<file path="config.mk">
export PLATFORM = sky130hd
export DESIGN_NAME = coin_vend_ctrl
export DESIGN_NICKNAME = d
export VERILOG_FILES = /design/src/rtl/vend_pkg.sv /design/src/rtl/coin_edge_arb.sv /design/src/rtl/coin_vend_ctrl.sv
export SDC_FILE = /design/constraint.sdc
export NUM_CORES = 1
export LEC_CHECK = 0
export ABC_AREA = 0
export CAP_MARGIN = 40
export CORE_AREA = 2 2 120 122
export DETAILED_ROUTE_END_ITERATION = 8
export DIE_AREA = 0 0 122 124
export MAX_ROUTING_LAYER = met4
export PLACE_DENSITY_LB_ADDON = 0.1
export SLEW_MARGIN = 20
export SYNTH_ARGS = -nofsm -noshare
export SYNTH_HDL_FRONTEND = slang
export SYNTH_SLANG_ARGS = --single-unit
</file>
<file path="constraint.sdc">
create_clock -name clk -period 9.2 [get_ports clk]
set_input_delay 0.92 -clock clk [delete_from_list [all_inputs] [get_ports clk]]
set_output_delay 0.92 -clock clk [all_outputs]
set_load 0.02 [all_outputs]
</file>
<file path="src/rtl/vend_pkg.sv">
`default_nettype none
// ============================================================================
// Module      : vend_pkg
// Description : Shared types and constants for the coin vending controller:
//               FSM state encodings, hopper coin_sel codes, coin values and
//               small helpers for change-coin selection.
// Revision    : 1.0 - initial release
// ============================================================================
package vend_pkg;

  typedef enum logic [2:0] {
    ST_IDLE    = 3'd0,
    ST_COLLECT = 3'd1,
    ST_VEND    = 3'd2,
    ST_CHANGE  = 3'd3,
    ST_HOLD    = 3'd4
  } vend_state_t;

  localparam logic [1:0] COIN_NONE = 2'b00;
  localparam logic [1:0] COIN_50   = 2'b01;
  localparam logic [1:0] COIN_100  = 2'b10;
  localparam logic [1:0] COIN_200  = 2'b11;

  localparam logic [7:0] VAL_50  = 8'd50;
  localparam logic [7:0] VAL_100 = 8'd100;
  localparam logic [7:0] VAL_200 = 8'd200;

  // Largest coin that still fits in the outstanding amount.
  function automatic logic [1:0] greedy_sel(input logic [11:0] amount);
    logic [1:0] sel;
    if (amount >= 12'd200)      sel = COIN_200;
    else if (amount >= 12'd100) sel = COIN_100;
    else                        sel = COIN_50;
    return sel;
  endfunction

  function automatic logic [7:0] sel_value(input logic [1:0] sel);
    logic [7:0] val;
    case (sel)
      COIN_50:  val = VAL_50;
      COIN_100: val = VAL_100;
      COIN_200: val = VAL_200;
      default:  val = 8'd0;
    endcase
    return val;
  endfunction

endpackage
`default_nettype wire

</file>
<file path="src/rtl/coin_edge_arb.sv">
`default_nettype none
// ============================================================================
// Module      : coin_edge_arb
// Description : Coin-button front end. Rising-edge detects the three coin
//               levels, latches them into one pending bit per denomination
//               and serves at most one pending coin per cycle with fixed
//               priority 50 > 100 > 200. Produces a registered reject pulse
//               for coins that cannot be accepted.
// Ports       : clk, rst          - clock, synchronous active-high reset
//               r50/r100/r200     - synchronised coin button levels
//               accept_en         - controller is in IDLE or COLLECT
//               flush             - drop all pending coins (vend starting)
//               serve_valid       - a coin is credited this cycle
//               serve_value[7:0]  - value in cents of the served coin
//               reject            - 1-cycle pulse, a coin was refused
// Revision    : 1.0 - initial release
// ============================================================================
module coin_edge_arb
  import vend_pkg::*;
(
  input  logic       clk,
  input  logic       rst,
  input  logic       r50,
  input  logic       r100,
  input  logic       r200,
  input  logic       accept_en,
  input  logic       flush,
  output logic       serve_valid,
  output logic [7:0] serve_value,
  output logic       reject
);

  logic [2:0] r_prev;
  logic [2:0] r_pend;
  logic       r_reject;

  logic [2:0] w_level;
  logic [2:0] w_edge;
  logic [2:0] w_serve_mask;
  logic [2:0] w_pend_next;
  logic       w_reject;

  // Bit order everywhere: [0]=50, [1]=100, [2]=200.
  assign w_level = {r200, r100, r50};
  assign w_edge  = w_level & ~r_prev;

  always_comb begin
    w_serve_mask = 3'b000;
    if (accept_en && !flush) begin
      if (r_pend[0])      w_serve_mask = 3'b001;
      else if (r_pend[1]) w_serve_mask = 3'b010;
      else if (r_pend[2]) w_serve_mask = 3'b100;
    end
  end

  always_comb begin
    serve_value = 8'd0;
    if (w_serve_mask[0])      serve_value = VAL_50;
    else if (w_serve_mask[1]) serve_value = VAL_100;
    else if (w_serve_mask[2]) serve_value = VAL_200;
  end

  assign serve_valid = |w_serve_mask;

  always_comb begin
    w_pend_next = r_pend;
    w_reject    = 1'b0;
    if (!accept_en) begin
      // Machine busy: every new coin is refused and nothing is latched.
      w_pend_next = 3'b000;
      w_reject    = |w_edge;
    end else if (flush) begin
      // Credit already covers the price: leftovers and same-cycle inserts
      // are refused together as a single pulse.
      w_pend_next = 3'b000;
      w_reject    = (|r_pend) | (|w_edge);
    end else begin
      // An edge on a denomination that is still pending is refused; the
      // existing pending coin is still served normally.
      w_pend_next = (r_pend & ~w_serve_mask) | (w_edge & ~r_pend);
      w_reject    = |(w_edge & r_pend);
    end
  end

  always_ff @(posedge clk) begin
    if (rst) begin
      r_prev   <= 3'b000;
      r_pend   <= 3'b000;
      r_reject <= 1'b0;
    end else begin
      r_prev   <= w_level;
      r_pend   <= w_pend_next;
      r_reject <= w_reject;
    end
  end

  assign reject = r_reject;

endmodule
`default_nettype wire

</file>
<file path="src/rtl/coin_vend_ctrl.sv">
`default_nettype none
// ============================================================================
// Module      : coin_vend_ctrl
// Description : Vending controller in front of the coffee datapath. Collects
//               coins into a credit register, requests a cup once credit
//               reaches PRICE, then pays back change one coin at a time via
//               the hopper handshake. Cancel and inactivity timeout refund
//               the credit; a hold period follows every vend or refund.
// Ports       : clk, rst           - clock, synchronous active-high reset
//               r50/r100/r200      - coin button levels
//               cancel             - refund request (rising edge)
//               cafe_ack/cafe_req  - cup dispenser handshake
//               coin_ack/coin_req  - hopper handshake, coin_sel picks coin
//               reject             - 1-cycle pulse for a refused coin
//               credit_o, state_o  - current credit and FSM state
//               busy               - VEND, CHANGE or HOLD
// Revision    : 1.0 - initial release
// ============================================================================
module coin_vend_ctrl
  import vend_pkg::*;
#(
  parameter int unsigned CLK_FREQ       = 50_000_000,
  parameter int unsigned PRICE          = 250,
  parameter int unsigned HOLD_CYCLES    = CLK_FREQ * 4,
  parameter int unsigned TIMEOUT_CYCLES = CLK_FREQ * 30
) (
  input  logic        clk,
  input  logic        rst,
  input  logic        r50,
  input  logic        r100,
  input  logic        r200,
  input  logic        cancel,
  input  logic        cafe_ack,
  input  logic        coin_ack,
  output logic        cafe_req,
  output logic        coin_req,
  output logic [1:0]  coin_sel,
  output logic        reject,
  output logic [11:0] credit_o,
  output logic [2:0]  state_o,
  output logic        busy
);

  localparam logic [11:0] C_PRICE       = 12'(PRICE);
  localparam logic [31:0] C_TIMEOUT_END = 32'(TIMEOUT_CYCLES - 1);
  localparam logic [31:0] C_HOLD_END    = 32'(HOLD_CYCLES - 1);

  vend_state_t r_state;
  vend_state_t w_state_next;
  logic [11:0] r_credit,   w_credit_next;
  logic [11:0] r_change,   w_change_next;
  logic [31:0] r_timer,    w_timer_next;
  logic [31:0] r_hold_cnt, w_hold_cnt_next;
  logic        r_cafe_req, w_cafe_req_next;
  logic        r_coin_req, w_coin_req_next;
  logic [1:0]  r_coin_sel, w_coin_sel_next;
  logic        r_cancel_prev;

  logic        w_accept_en;
  logic        w_flush;
  logic        w_serve_valid;
  logic [7:0]  w_serve_value;
  logic [11:0] w_serve_add;
  logic        w_cancel_edge;

  assign w_accept_en   = (r_state == ST_IDLE) || (r_state == ST_COLLECT);
  assign w_flush       = (r_state == ST_COLLECT) && (r_credit >= C_PRICE);
  assign w_cancel_edge = cancel & ~r_cancel_prev;
  assign w_serve_add   = w_serve_valid ? {4'd0, w_serve_value} : 12'd0;

  coin_edge_arb u_arb (
    .clk         (clk),
    .rst         (rst),
    .r50         (r50),
    .r100        (r100),
    .r200        (r200),
    .accept_en   (w_accept_en),
    .flush       (w_flush),
    .serve_valid (w_serve_valid),
    .serve_value (w_serve_value),
    .reject      (reject)
  );

  always_comb begin
    w_state_next    = r_state;
    w_credit_next   = r_credit;
    w_change_next   = r_change;
    w_timer_next    = r_timer;
    w_hold_cnt_next = r_hold_cnt;
    w_cafe_req_next = r_cafe_req;
    w_coin_req_next = r_coin_req;
    w_coin_sel_next = r_coin_sel;

    case (r_state)
      ST_IDLE: begin
        // Credit is always zero here, so cancel has nothing to refund.
        w_timer_next = 32'd0;
        if (w_serve_valid) begin
          w_credit_next = r_credit + w_serve_add;
          w_state_next  = ST_COLLECT;
        end
      end

      ST_COLLECT: begin
        if (r_credit >= C_PRICE) begin
          // Request goes out registered so it is high on the first VEND cycle.
          w_state_next    = ST_VEND;
          w_cafe_req_next = 1'b1;
          w_timer_next    = 32'd0;
        end else if (w_cancel_edge || (r_timer == C_TIMEOUT_END)) begin
          // A coin served in this same cycle is consumed by the arbiter,
          // so it is folded into the refund rather than lost.
          w_state_next  = ST_CHANGE;
          w_change_next = r_credit + w_serve_add;
          w_credit_next = 12'd0;
          w_timer_next  = 32'd0;
        end else if (w_serve_valid) begin
          w_credit_next = r_credit + w_serve_add;
          w_timer_next  = 32'd0;
        end else begin
          w_timer_next = r_timer + 32'd1;
        end
      end

      ST_VEND: begin
        if (cafe_ack) begin
          w_cafe_req_next = 1'b0;
          w_change_next   = r_credit - C_PRICE;
          w_credit_next   = 12'd0;
          w_state_next    = (r_credit != C_PRICE) ? ST_CHANGE : ST_HOLD;
        end
      end

      ST_CHANGE: begin
        if (r_coin_req) begin
          if (coin_ack) begin
            w_coin_req_next = 1'b0;
            w_coin_sel_next = COIN_NONE;
            w_change_next   = r_change - {4'd0, sel_value(r_coin_sel)};
          end
        end else if (r_change == 12'd0) begin
          w_state_next    = ST_HOLD;
          w_hold_cnt_next = 32'd0;
        end else begin
          // Reaching here always costs one low cycle after the previous ack,
          // which gives the hopper its mandatory request gap.
          w_coin_req_next = 1'b1;
          w_coin_sel_next = greedy_sel(r_change);
        end
      end

      ST_HOLD: begin
        if (r_hold_cnt == C_HOLD_END) begin
          w_state_next    = ST_IDLE;
          w_hold_cnt_next = 32'd0;
        end else begin
          w_hold_cnt_next = r_hold_cnt + 32'd1;
        end
      end

      default: begin
        w_state_next    = ST_IDLE;
        w_credit_next   = 12'd0;
        w_change_next   = 12'd0;
        w_timer_next    = 32'd0;
        w_hold_cnt_next = 32'd0;
        w_cafe_req_next = 1'b0;
        w_coin_req_next = 1'b0;
        w_coin_sel_next = COIN_NONE;
      end
    endcase
  end

  always_ff @(posedge clk) begin
    if (rst) begin
      r_state       <= ST_IDLE;
      r_credit      <= 12'd0;
      r_change      <= 12'd0;
      r_timer       <= 32'd0;
      r_hold_cnt    <= 32'd0;
      r_cafe_req    <= 1'b0;
      r_coin_req    <= 1'b0;
      r_coin_sel    <= COIN_NONE;
      r_cancel_prev <= 1'b0;
    end else begin
      r_state       <= w_state_next;
      r_credit      <= w_credit_next;
      r_change      <= w_change_next;
      r_timer       <= w_timer_next;
      r_hold_cnt    <= w_hold_cnt_next;
      r_cafe_req    <= w_cafe_req_next;
      r_coin_req    <= w_coin_req_next;
      r_coin_sel    <= w_coin_sel_next;
      r_cancel_prev <= cancel;
    end
  end

  assign cafe_req = r_cafe_req;
  assign coin_req = r_coin_req;
  assign coin_sel = r_coin_sel;
  assign credit_o = r_credit;
  assign state_o  = r_state;
  assign busy     = (r_state == ST_VEND) || (r_state == ST_CHANGE) ||
                    (r_state == ST_HOLD);

endmodule
`default_nettype wire

</file>
==> results.sh <==
export IMPL_r2r_cells=15
export IMPL_finalClockSkew_ns=0.00885
export IMPL_routedWlPerCell_um=16.1
export IMPL_vias=5508
export IMPL_cts_tree="yes"
export IMPL_r2r_start="credit_o[3]$_SDFFE_PP0P_"
export IMPL_grt_antenna_before_repair=0
export IMPL_met2_usage_pct=37.2
export IMPL_maxSlewViolCount=0
export IMPL_via_per_inst=5.71
export IMPL_grt_start_max_net_pins=44
export IMPL_p_comb_share_pct=35.3
export IMPL_min_period_ns=4.05
export IMPL_fin_nets=810
export IMPL_totalWireLength_um=15500
export IMPL_switching_share_pct=38.2
export IMPL_max_slew_margin_pct=47.7
export IMPL_synth_ff_type="dfxtp_1"
export IMPL_rows=43
export IMPL_clockPowerShare_pct=27.2
export IMPL_gp_congestion=0.847
export IMPL_synth_area_top_cells="dfxtp_1 (34%), nor2_1 (6.2%), xor2_1 (5.2%)"
export IMPL_hp_start="r_change[0]$_SDFFE_PP0P_"
export IMPL_yosys_top_cells_count="dfxtp_1 (102), nor2_1 (101), nand2_1 (73)"
export IMPL_die_h_um=124
export IMPL_synth_cell_types=79
export IMPL_worstPathMaxFanout=9
export IMPL_powerDensity_nw_per_um2=198
export IMPL_fin_crit_sh_pct=44.0
export IMPL_post_cts_repair_setup_buffers=0
export IMPL_maxCapViolCount=0
export IMPL_clk_path_buf_depth=2
export IMPL_area_delta_synth_final_pct=10.6
export IMPL_report_final_setup_viol=0
export IMPL_r2r_slack_ns=5.15
export IMPL_grt_pass1_vias=5232
export IMPL_vdd_ir_drop_max_v=0.000102
export IMPL_clkTransAtPathRegs_ns=0.07
export IMPL_p_leak_uw=0.00235
export IMPL_initial_core_util_pct=44.4
export IMPL_cell_internal_pwr_uw=826
export IMPL_p_switching_uw=511
export IMPL_endpoint_kind="flop"
export IMPL_rsz0062_at_grt="no"
export IMPL_cts_root_buffer="clkbuf_16"
export IMPL_synth_warnings=0
export IMPL_grt_first_pass_wirelength_um=25800
export IMPL_num_antenna_cells=0
export IMPL_status="finished clean"
export IMPL_avgSynthCellArea_um2=7.95
export IMPL_fillers=1387
export IMPL_drcViolationCount=0
export IMPL_hpwl_um=11400
export IMPL_yosysTopAreaCellShare_pct=33.5
export IMPL_netlist_instances=766
export IMPL_dr_pass1_iters=5
export IMPL_holdPathEnd="r_change[0]$_SDFFE_PP0P_"
export IMPL_drtIter0Drc=306
export IMPL_overflow=0
export IMPL_syn_area_um2=6090
export IMPL_dieArea_um2=15100
export IMPL_multi_input_area_um2=3780
export IMPL_setup_tns_ns=0
export IMPL_whs_path_depth=2
export IMPL_syn_nets=796
export IMPL_synth_edf_count=0
export IMPL_regArea_um2=2040
export IMPL_cp_arrival_ns=4.28
export IMPL_finalHoldViolCount=0
export IMPL_ys_ff_latch=102
export IMPL_worstSkewPairLatency_ns=0.35
export IMPL_grt_most_used_layer="met2"
export IMPL_gr_usage_met3_pct=4.35
export IMPL_dpl_cell_area_um2=6460
export IMPL_hold_buffers=0
export IMPL_cp_required_ns=9.43
export IMPL_h_tree_depth=3
export IMPL_timing_rr_end="r_change[9]$_SDFFE_PP0P_"
export IMPL_track_usage_pct=22.0
export IMPL_cts_buffers=9
export IMPL_worstSetupPathType="reg -> reg"
export IMPL_cts_resized=0
export IMPL_ys_seq_area_share_pct=33.5
export IMPL_p_seq_share_pct=37.5
export IMPL_cp_start_kind="flop"
export IMPL_grt_met1_usage_pct=26.8
export IMPL_min_path_type="reg -> reg"
export IMPL_clock_fmax_ghz=0.247
export IMPL_synthArstFlopShare_pct=0
export IMPL_final_cell_area_um2=6730
export IMPL_io_pin_count=29
export IMPL_yosysTopAreaCell="dfxtp_1"
export IMPL_coreArea_um2=13700
export IMPL_final_layout_size_suffix_gt1_share_pct=4.97
export IMPL_ant_nets=0
export IMPL_dieWidth_um=122
export IMPL_cts_sinks=102
export IMPL_synth_most_common_cell="dfxtp_1"
export IMPL_port_buffers=27
export IMPL_tightest_slew_ns=0.784
## sequential cells by signal (all words and copies together) (netlist names)
name / cells
r_cancel_prev: 1
coin_req: 1
u_arb.reject: 1
r_timer: 32
coin_sel: 2
u_arb.r_prev: 3
u_arb.r_pend: 3
credit_o: 11
state_o: 3
cafe_req: 1
r_hold_cnt: 32
r_change: 12
## critical path, stage by stage, from the launching register on
cell and delay, ns:
dfxtp_1 0.49, nand4_1 0.27, o21ai_1 0.59, nand2_1 0.15, nand2_1 0.27, nor2_1 0.11
ha_1 0.21, inv_1 0.07, fa_1 0.20, nor2b_1 0.07, o31a_1 0.28, o311a_1 0.38
nor2_1 0.20, o31ai_1 0.08, a2111oi_0 0.46, o31ai_1 0.10
## final cells by class
cell class / instances / share of cell area (%)
repair buffers: 33 / 4.85
clock inverters: 4 / 0.465
inverters: 24 / 1.34
flip-flops and latches: 102 / 30.3
multi-input cells: 610 / 56.1
clock buffers: 11 / 3.60
well taps: 180 / 3.34
## power by group through the flow
stage	combinational (uW)	sequential (uW)	clock [uW]
floorplan	345	507	0
global placement	461	510	0
detailed placement	470	511	0
CTS	473	500	375
global route	523	506	394
finish	472	501	363
## how the worst max path moves through the flow
stage	slack, ns	depth (start not counted)	start	to
6_report	5.15	15	credit_o[3]$_SDFFE_PP0P_	r_change[9]$_SDFFE_PP0P_
5_1_grt	4.80	15	credit_o[3]$_SDFFE_PP0P_	r_change[9]$_SDFFE_PP0P_
4_1_cts	5.17	15	credit_o[3]$_SDFFE_PP0P_	r_change[9]$_SDFFE_PP0P_
3_5_place_dp	5.21	15	credit_o[3]$_SDFFE_PP0P_	r_change[9]$_SDFFE_PP0P_
3_3_place_gp	5.36	15	credit_o[3]$_SDFFE_PP0P_	r_change[9]$_SDFFE_PP0P_
2_1_floorplan	5.71	15	credit_o[3]$_SDFFE_PP0P_	r_change[9]$_SDFFE_PP0P_
## per-layer routing
metal,wire (um),vias to the layer above,part of all wire [%]
met4,221,0,1.4
met3,517,17,3.3
met1,7180,2614,46
li1,-,2781,-
met5,0,-,0
met2,7590,96,49
## layout by cell type (no fill, tap or decap), drive strengths merged, types with 3 or more instances in the layout
| master | synthesis | routed |
|---|---|---|
| nor3 | 28 | 28 |
| nand4 | 16 | 16 |
| nor4 | 11 | 11 |
| a22oi | 4 | 4 |
| nand2 | 74 | 74 |
| o31ai | 17 | 17 |
| xor2 | 36 | 36 |
| xnor2 | 15 | 15 |
| nand3 | 37 | 37 |
| o21bai | 3 | 3 |
| buf | 8 | 6 |
| clkdlybuf4s50 | 0 | 27 |
| or3 | 10 | 10 |
| and4 | 7 | 7 |
| nand2b | 11 | 11 |
| o211ai | 6 | 6 |
| nor2 | 103 | 103 |
| nor4b | 4 | 4 |
| dfxtp | 102 | 102 |
| a21o | 6 | 6 |
| inv | 23 | 24 |
| and2 | 9 | 9 |
| o41ai | 4 | 4 |
| a22o | 5 | 5 |
| and3 | 12 | 12 |
| ha | 20 | 20 |
| mux2i | 5 | 5 |
| a31oi | 6 | 6 |
| a21oi | 42 | 42 |
| nor2b | 16 | 16 |
| o21a | 5 | 5 |
| clkbuf | 21 | 11 |
| a211oi | 9 | 9 |
| o21ai | 53 | 53 |
## cell families after synthesis
logic type	Yosys count	synth area share (%)
and+or+nand+nor	350	29.3
DFF	102	33.5
xor gates and xnor gates	51	7.33
buffers and inverters	54	4.48
other	1	0.0616
muxes	5	0.822
adders and majority gates	22	4.77
AOI/OAI and AO/OA	181	19.7
## metrics by stage
step,total power [uW],setup slack (ns),hold WS [ns],util (%),instances
finish,1340,5.15,0.440,49.1,964
detailed placement,980,5.21,0.431,47.1,949
global placement,970,5.36,0.433,46.9,947
CTS,1350,5.17,0.441,49.1,964
floorplan,852,5.71,0.409,-,766
global route,1420,4.80,0.474,49.1,964
Note: power is estimated with default switching activity, not from simulation.
